[src/rtl/mem_lsu_pkg.sv]
// Shared encodings for the memory-stage load/store unit:
// FSM states, load funct3 codes and store size patterns.
package mem_lsu_pkg;

  localparam int WORD_WIDTH = 32;

  typedef enum logic [2:0] {
    ST_IDLE  = 3'd0,
    ST_REQ   = 3'd1,
    ST_WAIT  = 3'd2,
    ST_DONE  = 3'd3,
    ST_DRAIN = 3'd4
  } lsu_state_e;

  localparam logic [2:0] F3_LB  = 3'b000;
  localparam logic [2:0] F3_LH  = 3'b001;
  localparam logic [2:0] F3_LW  = 3'b010;
  localparam logic [2:0] F3_LBU = 3'b100;
  localparam logic [2:0] F3_LHU = 3'b101;

  localparam logic [3:0] SP_NONE = 4'b0000;
  localparam logic [3:0] SP_SB   = 4'b0001;
  localparam logic [3:0] SP_SH   = 4'b0011;
  localparam logic [3:0] SP_SW   = 4'b1111;

endpackage

[src/rtl/mem_lsu_load_align.sv]
// Load data alignment: picks the byte/half addressed by the
// low address bits and sign- or zero-extends it per funct3.
module lsu_load_align
  import mem_lsu_pkg::*;
(
  input  logic [WORD_WIDTH-1:0] rdata,
  input  logic [1:0]            off,
  input  logic [2:0]            sel,
  output logic [WORD_WIDTH-1:0] ext
);

  logic [7:0]  b;
  logic [15:0] h;

  always_comb begin
    b = rdata[{off, 3'b000} +: 8];
    h = off[1] ? rdata[31:16] : rdata[15:0];
    unique case (sel)
      F3_LB:   ext = {{24{b[7]}}, b};
      F3_LBU:  ext = {24'd0, b};
      F3_LH:   ext = {{16{h[15]}}, h};
      F3_LHU:  ext = {16'd0, h};
      F3_LW:   ext = rdata;
      default: ext = rdata;
    endcase
  end

endmodule

[src/rtl/mem_lsu.sv]
// Memory-stage LSU: req/gnt/rvalid handshake with the data
// cache, store lane placement, load extraction and stall.
module mem_lsu
  import mem_lsu_pkg::*;
#(
  parameter int ADDR_W = 32,
  parameter int WORD_W = WORD_WIDTH
) (
  input  logic              clk,
  input  logic              nrst,
  input  logic              flush,
  input  logic              hold_in,
  input  logic              ld_en,
  input  logic [ADDR_W-1:0] addr,
  input  logic [WORD_W-1:0] wdata,
  input  logic [3:0]        dm_write,
  input  logic [2:0]        dm_select,
  output logic              dc_req,
  output logic              dc_we,
  output logic [3:0]        dc_be,
  output logic [ADDR_W-1:0] dc_addr,
  output logic [WORD_W-1:0] dc_wdata,
  input  logic              dc_gnt,
  input  logic              dc_rvalid,
  input  logic [WORD_W-1:0] dc_rdata,
  output logic              stall,
  output logic [WORD_W-1:0] load_data,
  output logic              misalign
);

  lsu_state_e state, state_nx;

  logic              access;
  logic              mis;
  logic              start;
  logic              capture;
  logic [1:0]        off_q;
  logic [2:0]        sel_q;
  logic [3:0]        be_nx;
  logic [WORD_W-1:0] wd_nx;
  logic [WORD_W-1:0] ext;

  // A load wins over a (illegal) simultaneous store pattern.
  always_comb begin
    access = ld_en | (dm_write != SP_NONE);
    mis    = 1'b0;
    if (ld_en) begin
      unique case (1'b1)
        (dm_select[1:0] == 2'b00): mis = 1'b0;
        (dm_select[1:0] == 2'b01): mis = addr[0];
        default:                   mis = |addr[1:0];
      endcase
    end else begin
      unique case (1'b1)
        (dm_write == SP_SH): mis = addr[0];
        (dm_write == SP_SW): mis = |addr[1:0];
        default:             mis = 1'b0;
      endcase
    end
  end

  always_comb begin
    be_nx = ld_en ? 4'b0000 : dm_write << addr[1:0];
    unique case (dm_write)
      SP_SB:   wd_nx = {4{wdata[7:0]}};
      SP_SH:   wd_nx = {2{wdata[15:0]}};
      default: wd_nx = wdata;
    endcase
  end

  lsu_load_align u_align (
    .rdata (dc_rdata),
    .off   (off_q),
    .sel   (sel_q),
    .ext   (ext)
  );

  always_comb begin
    state_nx = state;
    stall    = 1'b0;
    misalign = 1'b0;
    dc_req   = 1'b0;
    start    = 1'b0;
    capture  = 1'b0;
    unique case (state)
      ST_IDLE: begin
        misalign = access & mis;
        stall    = access & ~mis & ~flush;
        start    = stall;
        if (start) state_nx = ST_REQ;
      end
      ST_REQ: begin
        dc_req = 1'b1;
        stall  = 1'b1;
        if (!dc_gnt) begin
          if (flush) state_nx = ST_IDLE;
        end else if (dc_we) begin
          state_nx = ST_DONE;
        end else if (dc_rvalid) begin
          capture  = ~flush;
          state_nx = flush ? ST_IDLE : ST_DONE;
        end else begin
          state_nx = flush ? ST_DRAIN : ST_WAIT;
        end
      end
      ST_WAIT: begin
        stall = 1'b1;
        if (dc_rvalid) begin
          capture  = ~flush;
          state_nx = flush ? ST_IDLE : ST_DONE;
        end else if (flush) begin
          state_nx = ST_DRAIN;
        end
      end
      ST_DRAIN: begin
        stall = 1'b1;
        if (dc_rvalid) state_nx = ST_IDLE;
      end
      ST_DONE: begin
        if (!hold_in) state_nx = ST_IDLE;
      end
      default: state_nx = ST_IDLE;
    endcase
    if (!nrst) begin
      stall    = 1'b0;
      misalign = 1'b0;
      dc_req   = 1'b0;
    end
  end

  always_ff @(posedge clk) begin
    if (!nrst) begin
      state     <= ST_IDLE;
      dc_we     <= 1'b0;
      dc_be     <= 4'b0000;
      dc_addr   <= '0;
      dc_wdata  <= '0;
      load_data <= '0;
      off_q     <= 2'b00;
      sel_q     <= 3'b000;
    end else begin
      state <= state_nx;
      if (start) begin
        dc_we    <= ~ld_en;
        dc_be    <= be_nx;
        dc_addr  <= {addr[ADDR_W-1:2], 2'b00};
        dc_wdata <= wd_nx;
        off_q    <= addr[1:0];
        sel_q    <= dm_select;
      end
      if (capture) load_data <= ext;
    end
  end

endmodule

[config.mk]
export PLATFORM = sky130hd
export DESIGN_NAME = mem_lsu
export DESIGN_NICKNAME = d
export VERILOG_FILES = /design/src/rtl/mem_lsu_pkg.sv /design/src/rtl/mem_lsu_load_align.sv /design/src/rtl/mem_lsu.sv
export SDC_FILE = /design/constraint.sdc
export NUM_CORES = 1
export LEC_CHECK = 0
export BUFFER_PORTS_ARGS = -buffer_cell sky130_fd_sc_hd__clkbuf_2
export CORE_UTILIZATION = 52
export DETAILED_ROUTE_END_ITERATION = 16
export PLACE_DENSITY = 0.87
export SLEW_MARGIN = 20
export SYNTH_ARGS = -nofsm -noshare
export SYNTH_HDL_FRONTEND = slang
export SYNTH_SLANG_ARGS = --single-unit
[constraint.sdc]
create_clock -name clk -period 5.9 [get_ports clk]
set_clock_uncertainty 0.2 [all_clocks]
set_input_delay 0.295 -clock clk [delete_from_list [all_inputs] [get_ports clk]]
set_output_delay 0.295 -clock clk [all_outputs]
set_load 0.005 [all_outputs]
* After elaboration in Yosys (flattened, before gate mapping)
Cells that the tools add are included.
** Storage, ports and cells
- Word-level logic and storage cells :: 70
- Memory bits (read-only) :: 0
- Input bits :: 110
- Memories kept :: 0
- Bits in registers :: 107
- Bits in writable memories :: 0
- Bits in latches :: 0
** Operators by class
- Bitwise logic cells :: 7
- Divide/modulo/power cells :: 0
- Order comparisons :: 0
- Multiplexer cells :: 30
- Shift-type cells :: 2
- Eq/ne operators :: 16
- Add/subtract/negate cells :: 0
- $mul :: 0
- Reductions and logical operators :: 7
** Operators by type and width (number)
- one-hot mux 32 bit (4 select lines) :: 1
- one-hot mux 32 bit (2 select lines) :: 1
- variable part select 32 x 6 -> 8 bit :: 1
- two-way mux 3 bit :: 10
- two-way mux 16 bit :: 1
- one-hot mux 3 bit (5 select lines) :: 1
- two-way mux 1 bit :: 10
- == test 3 bit, second input constant :: 3
- one-hot mux 1 bit (2 select lines) :: 4
- == test 3 x 1 -> 1 bit, second input constant :: 2
- == test 3 x 2 -> 1 bit, second input constant :: 2
- logical NOT 3 bit :: 2
- != test 2 bit, second input constant :: 3
- != test 3 bit, second input constant :: 2
- AND reduction 5 bit :: 1
- == test 4 x 1 -> 1 bit, second input constant :: 1
- == test 4 x 2 -> 1 bit, second input constant :: 1
- == test 4 bit, second input constant :: 1
- two-way mux 4 bit :: 1
- nonzero test 4 bit :: 1
- left shift 4 x 2 -> 4 bit :: 1
- bitwise AND 1 bit :: 3
- NOT 1 bit :: 3
- OR reduction 3 bit :: 1
- other kinds (5) :: 5

* Longest topological paths before layout
- Word-level depth :: 8
- Mapped depth :: 8
- Mapped depth without buffers :: 5

* Cells and area by module
A second synthesis with hierarchy kept.
** Second synthesis, totals
- Cell total of the unflattened synthesis :: 554
- Area, all modules :: 5549.1 um^2
** By module, submodules not included
- mem_lsu :: area each 4703.3 um^2, cells an instance 458, instances 1
- lsu_load_align :: area each 845.8 um^2, cells an instance 96, instances 1

* Worst setup path before layout
Ideal clock, no wire load.
- Path kind :: register to register
- Start :: register state[1]
- End :: register dc_wdata[23]
- Data required time :: 5584 ps
- Arrival time :: 1571 ps
- Stages on the path, launching flop included :: 8
- Path buffers :: 2
- Slack :: 4013 ps
- Cells stage by stage :: dfxtp_1 > or4_1 > a21oi_2 > and3_1 > buf_4 > buf_4 > nand2_1 > o211a_1
** Between the ends
- Cells in the longest elaborated chain, start to end :: 2
** Ends and longest elaborated chain
- start: declaration :: line mem_lsu.sv:31 : lsu_state_e state, state_nx;
- start signal: assignment :: line mem_lsu.sv:142 : state <= state_nx;
- logical NOT 3 bit :: line mem_lsu.sv:85 : unique case (state)
- two-way mux 1 bit :: line mem_lsu.sv:85
- end signal: assignment :: line mem_lsu.sv:147 : dc_wdata <= wd_nx;
- end: declaration :: line mem_lsu.sv:22 : output logic [WORD_W-1:0] dc_wdata,
Every way passes these cells.
A chain may end at the register's enable or synchronous reset.

* Worst setup path after layout
- Start :: register state[1]
- End :: register dc_wdata[26]
Same word-level chain as after synthesis.

==> results by stage <==
Synth:
- In this run the cell area of the synthesized design comes to 0.00511 mm².
- Counting flops with an async set or reset pin after synthesis yields a share of 0%.
- In this run, synthesis produced a sequential element count of between 100 and 150.
- The number of flops mapped to enable cells by yosys is 0.
- The post-synthesis instance total is 632.
- The warning count from the yosys run is 0.
- The most used flip-flop cell after synthesis is sky130_fd_sc_hd__dfxtp_1.
- The synthesized area per cell is about 8 µm².
- After synthesis, flip-flops and latches occupy a little over two fifths of the total area.
- Counting distinct cell types in the post-synthesis netlist gives 53.

Worst hold path:
- The tightest min-delay check is of the in2reg type.
- In this run the most critical hold path is launched from wdata[6].

Finish:
- The final layout contains 949 nets.
- Compared with the post-synthesis result, the final layout area differs by 31.8%.
- The post-route non-filler standard cell count is slightly below 1000.
- The register area is ~0.0021 mm².
- The multi-input logic area is 0.00269 mm².
- The final-layout fill cell count is approximately 750.
- Of the cells placed in the final design, the portion with a size suffix greater than 1 is a little under 30%.

Setup path:
- The critical path's slowest cell is sky130_fd_sc_hd__or4_1.
- The critical path in this run is classified as reg2reg.
- The largest fanout on the critical path is 56.
- The critical path arrival is a little under 3000 ps.
- The critical path starts at state[1]$_SDFFE_PN0P_.
- The worst register-to-register path begins at state[1]$_SDFFE_PN0P_.
- Data on the critical path is required at its endpoint by 6000 ps.
- On the worst path, the slowest cell contributes a delay of 560 ps.
- The worst setup path is launched from a flip-flop.
- The slack of the worst reg-to-reg path is about 3000 ps.
- Traced cell by cell, the critical path runs through or4_1, a21oi_2, and3_2, buf_4, o2111ai_1, nand2_1.
- The kind of end point of the critical path is a flip-flop.

STA:
- The highest achievable clock rate is approximately 350 MHz.
- In the finished design, the share of the clock period the worst path needs comes to roughly half.
- The final number of hold-violating endpoints came to 0.
- Subtracting the final worst setup slack from the clock period gives around 2900 ps.
- Setup violations remaining at the end of the flow were counted as 0.
- The remaining max-slew budget at the tightest pin is about two fifths.
- Setup repair after global routing left no endpoint under its margin.
- The final-report max-slew violation count is 0.
- The transition time at the pin with the least slew margin is ~880 ps.
- The accumulated negative setup slack is 0 ps.

Die:
- The total area inside the core boundary comes to 0.00937 mm².
- For this configuration, the core starts out at a cell density of 54.5%.
- The die width is just over 100 µm.
- The number of rows created at floorplan is 35.
- The area enclosed by the die boundary is about 0.010 mm².
- The overall die height is around 100 µm.
- Pin placement for this block handled around 210 I/O pins.

Global route:
- The via count of the first global-routing pass is 5063.
- The number of antenna violations at the first check in global routing is 1.
- Entering global routing, the biggest net connects 90 pins.
- In the global route stage, overall resource usage came out at 29.9%.
- The overall overflow remaining after global route is 0.
- The global-route wire length before repair is 24.2 mm.

Clock tree:
- TritonCTS built the clock tree.
- The largest buffer count on any clock path is 2.
- The count of hold-fix buffers inserted at cts is 40.
- The tree is rooted in a sky130_fd_sc_hd__clkbuf_8.
- The setup fix buffers added after clock tree synthesis is 0.
- The number of buffers added by the clock tree synthesis step is 9.
- The number of H-tree branching levels is 3.
- The clock-pin slew on the worst setup and hold paths is roughly 110 ps.
- The later pin in the worst-skew pair is clocked with a latency of around 350 ps.
- The number of instances resized during post-cts repair is 0.
- For this design, the sink count on the clock tree is ~110.

Route:
- The number of vias in the routed layout is roughly 5600.
- The initial DRC count is around 280.
- The count of antenna-violating nets left after detailed routing is 0.
- The residual DRC count is 0.
- Wires add up to 15.5 mm.
- The first detailed-routing pass ran for 5 iterations.
- The post-detailed-route via-to-cell ratio is roughly 5.7.
- After detailed routing, the average wire length per cell comes to about 16 µm.

Placement:
- The count of buffers added on input and output ports is 211.
- Once detailed placement completed, the half-perimeter wirelength came to roughly 10 mm.
- The final weighted congestion in routability-driven placement is about 0.94.
- In this run, placement finished with an instance count of between 900 and 1000.

Power:
- Across the VDD grid, the largest voltage drop is approximately 0.16 mV.
- For this design the ratio of total power to cell area is around 260 mW/mm².
- The analysis attributes to cell leakage a power of approximately 3.3 nW.

Run:
- Max-cap violations in this run came to 0.

Status:
- The run finished with clean final reports.
power by group:
group	leakage [nW]	switching, W	total [W]	internal, W
sequential	0.872	0.0000527	0.000844	0.000792
combinational	2.28	0.000232	0.000418	0.000185
clock	0.112	0.000273	0.000484	0.000211
total	3.26	0.000558	0.00175	0.00119
worst paths after layout:
kind / endpoint / cells after the start
worst max-delay path: dc_wdata[26]$_SDFFE_PN0P_ / 6
worst min-delay path: dc_wdata[6]$_SDFFE_PN0P_ / 3
worst max register to register: dc_wdata[26]$_SDFFE_PN0P_ / 6
worst min register to register: dc_addr[30]$_SDFFE_PN0P_ / 2
Yosys cell counts (all sizes together), types with 3 or more instances:
cell type | n | area (µm²)
mux2i | 29 | 290
o2111ai | 14 | 123
nand3 | 93 | 470
and3 | 3 | 18.8
buf | 22 | 131
o22ai | 10 | 62.6
mux2 | 9 | 101
nor2 | 7 | 26.3
a21oi | 21 | 109
a21boi | 12 | 93.8
nor2b | 6 | 37.5
o31ai | 3 | 22.5
o211a | 17 | 170
nand4 | 3 | 18.8
nand2 | 129 | 484
inv | 5 | 18.8
nor3 | 8 | 40.0
clkbuf | 39 | 146
a31oi | 5 | 31.3
dfxtp | 107 | 2140
o21ai | 42 | 210
nand2b | 18 | 113
cell type report:
class	count	area share (%)
clock inverter	7	1.49
inverter	5	0.279
tap	129	2.40
sequential	107	31.8
antenna	1	0.0372
timing repair buffer	256	22.2
clock buffer	9	1.84
multi-input combinational	460	39.9
cell families after synthesis:
kind of cell	synth area share [%]
AOI/OAI and AO/OA	19.0
buffers and inverters	5.80
DFF	41.9
muxes	7.67
other	0.0734
and+or+nand+nor	25.5
registers in the layout, indices dropped and copies added (netlist names):
signal	count
dc_be	4
dc_addr	30
sel_q	3
dc_wdata	32
dc_we	1
load_data	32
state	3
off_q	2
layer usage:
layer	share of wire, %	routed length, µm	track usage (%)
met1	39	6000	34.1
met2	49	7620	50.9
met3	7.4	1140	7.42
met4	5.0	784	17.5
met5	0	0	0
worst max-delay path, delay by kind of cell (launching register included):
family / cells / cell delay (ps)
and+or+nand+nor: 3 / 1160
DFF: 1 / 450
buffers and inverters: 1 / 560
AOI/OAI and AO/OA: 2 / 430
cell usage in the layout, fill, tap and decap left out, drive strengths merged, types with 5 or more instances in the layout:
master,instances
clkbuf,219
nand2,129
dfxtp,107
nand3,93
o21ai,42
dlygate4sd3,40
mux2i,29
a21oi,21
nand2b,18
o211a,17
o2111ai,14
a21boi,12
o22ai,10
mux2,9
inv,9
nor3,8
nor2,7
nor2b,6
buf,6
a31oi,5
stage by stage:
step	hold WS, ps	total power, W	instance area (µm²)	utilization (%)	setup WS, ps
final	18.9	0.00175	6730	71.9	3030
after global routing	4.42	0.00184	6730	71.9	2830
after global placement	236	0.00123	6100	65.1	3070
after detailed placement	241	0.00124	6100	65.1	2970
after CTS	0.848	0.00175	6720	71.7	2970
after floorplan	225	0.00109	5110	-	4010
Note: power is estimated with default switching activity, not from simulation.
